`config.mk`:
```
export PLATFORM = sky130hd
export DESIGN_NAME = frame_reader
export DESIGN_NICKNAME = d
export VERILOG_FILES = /design/src/rtl/frame_reader.sv
export SDC_FILE = /design/constraint.sdc
export NUM_CORES = 1
export LEC_CHECK = 0
export BUFFER_PORTS_ARGS = -buffer_cell sky130_fd_sc_hd__buf_2
export CORE_MARGIN = 4
export CORE_UTILIZATION = 45
export DETAILED_ROUTE_END_ITERATION = 8
export HOLD_SLACK_MARGIN = 0.06
export PLACE_DENSITY = 0.66
export SYNTH_ARGS = -nofsm -noshare
export SYNTH_HDL_FRONTEND = slang
export SYNTH_SLANG_ARGS = --single-unit
export TNS_END_PERCENT = 5
```
`constraint.sdc`:
```
create_clock -name clock -period 3 [get_ports clock]
set_input_delay 0.3 -clock clock [delete_from_list [all_inputs] [get_ports clock]]
set_output_delay 0.3 -clock clock [all_outputs]
set_load 0.03 [all_outputs]
```
`src/rtl/frame_reader.sv`:
```
// Reader side of the output pixel FIFO: pops pixels into a valid/ready output
// register, tags sof/eol/eof from the raster position and reports per-frame checksum.
module frame_reader #(
    parameter int WIDTH      = 720,
    parameter int HEIGHT     = 540,
    parameter int DATA_WIDTH = 24
) (
    input  logic                  clock,
    input  logic                  reset,
    input  logic                  enable,
    input  logic                  in_empty,
    input  logic [DATA_WIDTH-1:0] in_dout,
    output logic                  in_rd_en,
    output logic                  out_valid,
    input  logic                  out_ready,
    output logic [DATA_WIDTH-1:0] out_data,
    output logic                  out_sof,
    output logic                  out_eol,
    output logic                  out_eof,
    output logic                  frame_done,
    output logic [15:0]           frame_count,
    output logic [31:0]           checksum
);
    localparam int CW = (WIDTH > 1) ? $clog2(WIDTH) : 1;
    localparam int RW = (HEIGHT > 1) ? $clog2(HEIGHT) : 1;
    localparam logic [CW-1:0] COL_LAST = CW'(WIDTH - 1);
    localparam logic [RW-1:0] ROW_LAST = RW'(HEIGHT - 1);

    typedef enum logic [1:0] {IDLE, RUN, FLUSH} state_t;

    state_t                state_q, state_d;
    logic [CW-1:0]         col_q, col_d;
    logic [RW-1:0]         row_q, row_d;
    logic [31:0]           sum_q, sum_d;
    logic                  valid_q, valid_d;
    logic [DATA_WIDTH-1:0] data_q, data_d;
    logic                  sof_q, sof_d, eol_q, eol_d, eof_q, eof_d;
    logic                  done_q, done_d;
    logic [15:0]           count_q, count_d;
    logic [31:0]           chk_q, chk_d;

    logic pop, accept, last_col, last_row;

    // The output register may refill on the same edge it is drained, giving full throughput.
    assign pop      = (state_q == RUN) && !in_empty && (!valid_q || out_ready);
    assign accept   = valid_q && out_ready;
    assign last_col = (col_q == COL_LAST);
    assign last_row = (row_q == ROW_LAST);

    assign in_rd_en    = pop && reset;
    assign out_valid   = valid_q;
    assign out_data    = data_q;
    assign out_sof     = sof_q;
    assign out_eol     = eol_q;
    assign out_eof     = eof_q;
    assign frame_done  = done_q;
    assign frame_count = count_q;
    assign checksum    = chk_q;

    always_comb begin
        state_d = state_q;
        col_d   = col_q;
        row_d   = row_q;
        sum_d   = sum_q;
        valid_d = valid_q;
        data_d  = data_q;
        sof_d   = sof_q;
        eol_d   = eol_q;
        eof_d   = eof_q;
        done_d  = 1'b0;
        count_d = count_q;
        chk_d   = chk_q;

        if (pop) begin
            valid_d = 1'b1;
            data_d  = in_dout;
            sof_d   = (col_q == '0) && (row_q == '0);
            eol_d   = last_col;
            eof_d   = last_col && last_row;
            sum_d   = sum_q + 32'(in_dout);
            if (last_col) begin
                col_d = '0;
                row_d = last_row ? '0 : row_q + RW'(1);
            end else begin
                col_d = col_q + CW'(1);
            end
        end else if (accept) begin
            valid_d = 1'b0;
        end

        unique case (state_q)
            IDLE: begin
                if (enable) state_d = RUN;
            end
            RUN: begin
                if (pop && last_col && last_row) state_d = FLUSH;
            end
            FLUSH: begin
                // Only the eof pixel can be pending here, so its acceptance closes the frame.
                if (accept) begin
                    done_d  = 1'b1;
                    chk_d   = sum_q;
                    sum_d   = '0;
                    count_d = count_q + 16'd1;
                    state_d = enable ? RUN : IDLE;
                end
            end
            default: state_d = IDLE;
        endcase
    end

    always_ff @(posedge clock or negedge reset) begin
        if (!reset) begin
            state_q <= IDLE;
            col_q   <= '0;
            row_q   <= '0;
            sum_q   <= '0;
            valid_q <= 1'b0;
            data_q  <= '0;
            sof_q   <= 1'b0;
            eol_q   <= 1'b0;
            eof_q   <= 1'b0;
            done_q  <= 1'b0;
            count_q <= '0;
            chk_q   <= '0;
        end else begin
            state_q <= state_d;
            col_q   <= col_d;
            row_q   <= row_d;
            sum_q   <= sum_d;
            valid_q <= valid_d;
            data_q  <= data_d;
            sof_q   <= sof_d;
            eol_q   <= eol_d;
            eof_q   <= eof_d;
            done_q  <= done_d;
            count_q <= count_d;
            chk_q   <= chk_d;
        end
    end
endmodule

```
==> results.yml <==
setup_path:
  cp.arrival_ps: 2870
  worst_setup_path_start_kind: "flop"
  crit_type: "flop to flop"
  critPathCaptureType: "flop"
  reg2reg_depth: 9
  critPathMaxFanout: 6
  worstPathRequired_ps: 3290
cells_and_area:
  multi_input_area_um2: 3260
  drive_above_1_share: 0.172
  fill_cells: 1344
  antennaDiodeCount: 0
  area_growth_pct: 19.5
  mostFrequentLayoutCells: "nand2_1, dfrtp_1, buf_2"
  seqCellArea_um2: 3280
  layout_commonest_cell: "nand2_1"
  layout.nets: 926
yosys:
  avgSynthCellArea_um2: 8.79
  synth-async-reset-ratio: 1.00
  ys_ff_latch: 131
  synth_edf_count: 0
  yosys_warnings: 0
  synth_nets: 820
  synth_cells: 761
  synthXorXnorAreaFrac: 0.0511
  syn_area_um2: 6690
  netlist-cell-type-count: 59
  muxShareOfSynthArea: 0.00599
  synthFlopType: "dfrtp_1"
  synth-simple-area-share: 0.258
  synth_fa_ha_area_frac: 0.0572
  ys_seq_area_frac: 0.490
  synth_compound_area_frac: 0.113
  synth_top_family_by_area: "simple AND/OR/NAND/NOR gates"
sta:
  worst_pin_slew_ps: 534
  finalMaxSlewViolations: 0
  finalHoldViolations: 0
  slew_headroom: 0.644
  fin_crit_ps: 2580
  period_share: 0.858
  setup_viol: 0
  rsz0062_at_grt: "no"
  layout_setup_ws_ps: 425
  fmax_mhz: 388
  fin_tns_setup_ps: 0
  fin_skew_ps: 7.82
clock_tree:
  clock_latency_ps: 420
  cts_htree_levels: 4
  clockBufferDepth: 2
  cts_resized: 0
  cts_tree: "built"
  hold_buffers: 1
  cts_root_buf: "clkbuf_16"
  cts_num_sinks: 131
  cts_inserted_buffers: 17
  clkTransAtPathRegs_ps: 60
  postCtsSetupBuffers: 0
floorplanning:
  die_area_um2: 16900
  core_um2: 14500
  io_pins: 107
  die_h_um: 130
  start_util: 0.460
  die_w_um: 130
  num_rows: 44
global_routing:
  grt_pass1_vias: 5352
  antenna_found_initial: 0
  grt_use_total: 0.198
  grt_pass1_wl_um: 26500
  grt_overflow: 0
  grt_max_degree: 96
route:
  wl_um: 15800
  post_drt_wl_per_cell_um: 14.9
  first_pass_iters: 4
  drtIter0Drc: 379
  vias_per_cell: 5.26
  ant_nets: 0
  drc: 0
  num_vias: 5593
worst_hold_path:
  hp-class: "input pin to flop"
  hold_depth: 3
placed_design:
  place_ws_ps: 401
  gp_congestion: 0.901
  dp_hpwl_um: 11100
  io_buffers: 106
power:
  leakagePower_nw: 4.17
  power-per-cell-area_nw_per_um2: 791
  irDropWorstVdd_mv: 0.476
run:
  drv_cap: 0
run_status:
  status: "finished clean"
power by group:
group | internal [mW] | switching (mW) | total, mW
Sequential | 2.03 | 0.266 | 2.30
Combinational | 0.799 | 1.24 | 2.04
Clock | 1.26 | 0.725 | 1.99
stage by stage:
stage | std cells | instance area (µm²) | power (mW) | hold WS, ps | utilization
2_1_floorplan | 761 | 6690 | 3.82 | 4.41 | -
3_3_place_gp | 1031 | 7420 | 4.33 | 231 | 0.510
6_report | 1063 | 8000 | 6.33 | 98.0 | 0.550
5_1_grt | 1063 | 8000 | 6.76 | 97.8 | 0.550
3_5_place_dp | 1031 | 7420 | 4.34 | 229 | 0.510
4_1_cts | 1063 | 8000 | 6.36 | 82.9 | 0.550
Yosys cell counts (5+ instances only):
cell	count	area (µm²)
a21oi_1	44	220
and3_1	7	43.8
a211oi_1	5	37.5
ha_1	29	363
buf_1	7	26.3
inv_1	13	48.8
clkbuf_1	18	67.6
xnor2_1	23	201
nand3_1	29	145
xor2_1	16	140
or3_1	18	113
nor3_1	13	65.1
o21ai_0	39	195
nor2_1	39	146
dfrtp_1	131	3280
nand2_1	245	920
nand4_1	13	81.3
sequential cells by signal, summed over array words and instances (netlist names):
| register | flops |
|---|---|
| state_q | 2 |
| row_q | 10 |
| out_sof | 1 |
| out_data | 24 |
| out_eof | 1 |
| frame_count | 16 |
| col_q | 10 |
| sum_q | 32 |
| frame_done | 1 |
| out_eol | 1 |
| out_valid | 1 |
| checksum | 32 |
kinds of logic after synthesis:
logic type / after synthesis
AOI/OAI and AO/OA: 125
and+or+nand+nor: 391
adders and majority gates: 30
buffers and inverters: 41
muxes: 4
xor gates and xnor gates: 39
DFF: 131
cell type report:
class	count	share of cell area
Tap cell	184	0.0288
Multi-Input combinational cell	589	0.407
Inverter	14	0.00657
Sequential cell	131	0.410
Clock buffer	27	0.0654
Clock inverter	4	0.00563
Timing Repair Buffer	114	0.0765
path summary, 6_finish.rpt:
path | start | end | slack (ps)
max in group asynchronous | reset | sum_q[16]$_DFF_PN0_ | 1810
worst max register to register | sum_q[0]$_DFF_PN0_ | sum_q[26]$_DFF_PN0_ | 420
worst min-delay path | in_dout[8] | out_data[8]$_DFFE_PN0P_ | 100
min in group asynchronous | reset | out_data[0]$_DFFE_PN0P_ | 360
worst max-delay path | sum_q[0]$_DFF_PN0_ | sum_q[26]$_DFF_PN0_ | 420
worst min register to register | frame_count[15]$_DFFE_PN0P_ | frame_count[15]$_DFFE_PN0P_ | 460
routing by layer:
layer	vias to the layer above	track usage	routed length, µm
met2	128	0.307	7170
met4	0	0.0685	246
met5	-	0	0
met3	15	0.0557	863
met1	2645	0.268	7570
li1	2805	-	-
worst max-delay path, stage by stage, from the launching register on:
cell and delay (ps):
dfrtp_1 390, ha_1 230, fa_1 420, a21oi_1 200, nor2_1 110, o2111ai_1 370, nand3_1 160, a21oi_1 340
or3_1 170, a21oi_1 70
No activity file was read; power rests on OpenSTA's default activity.
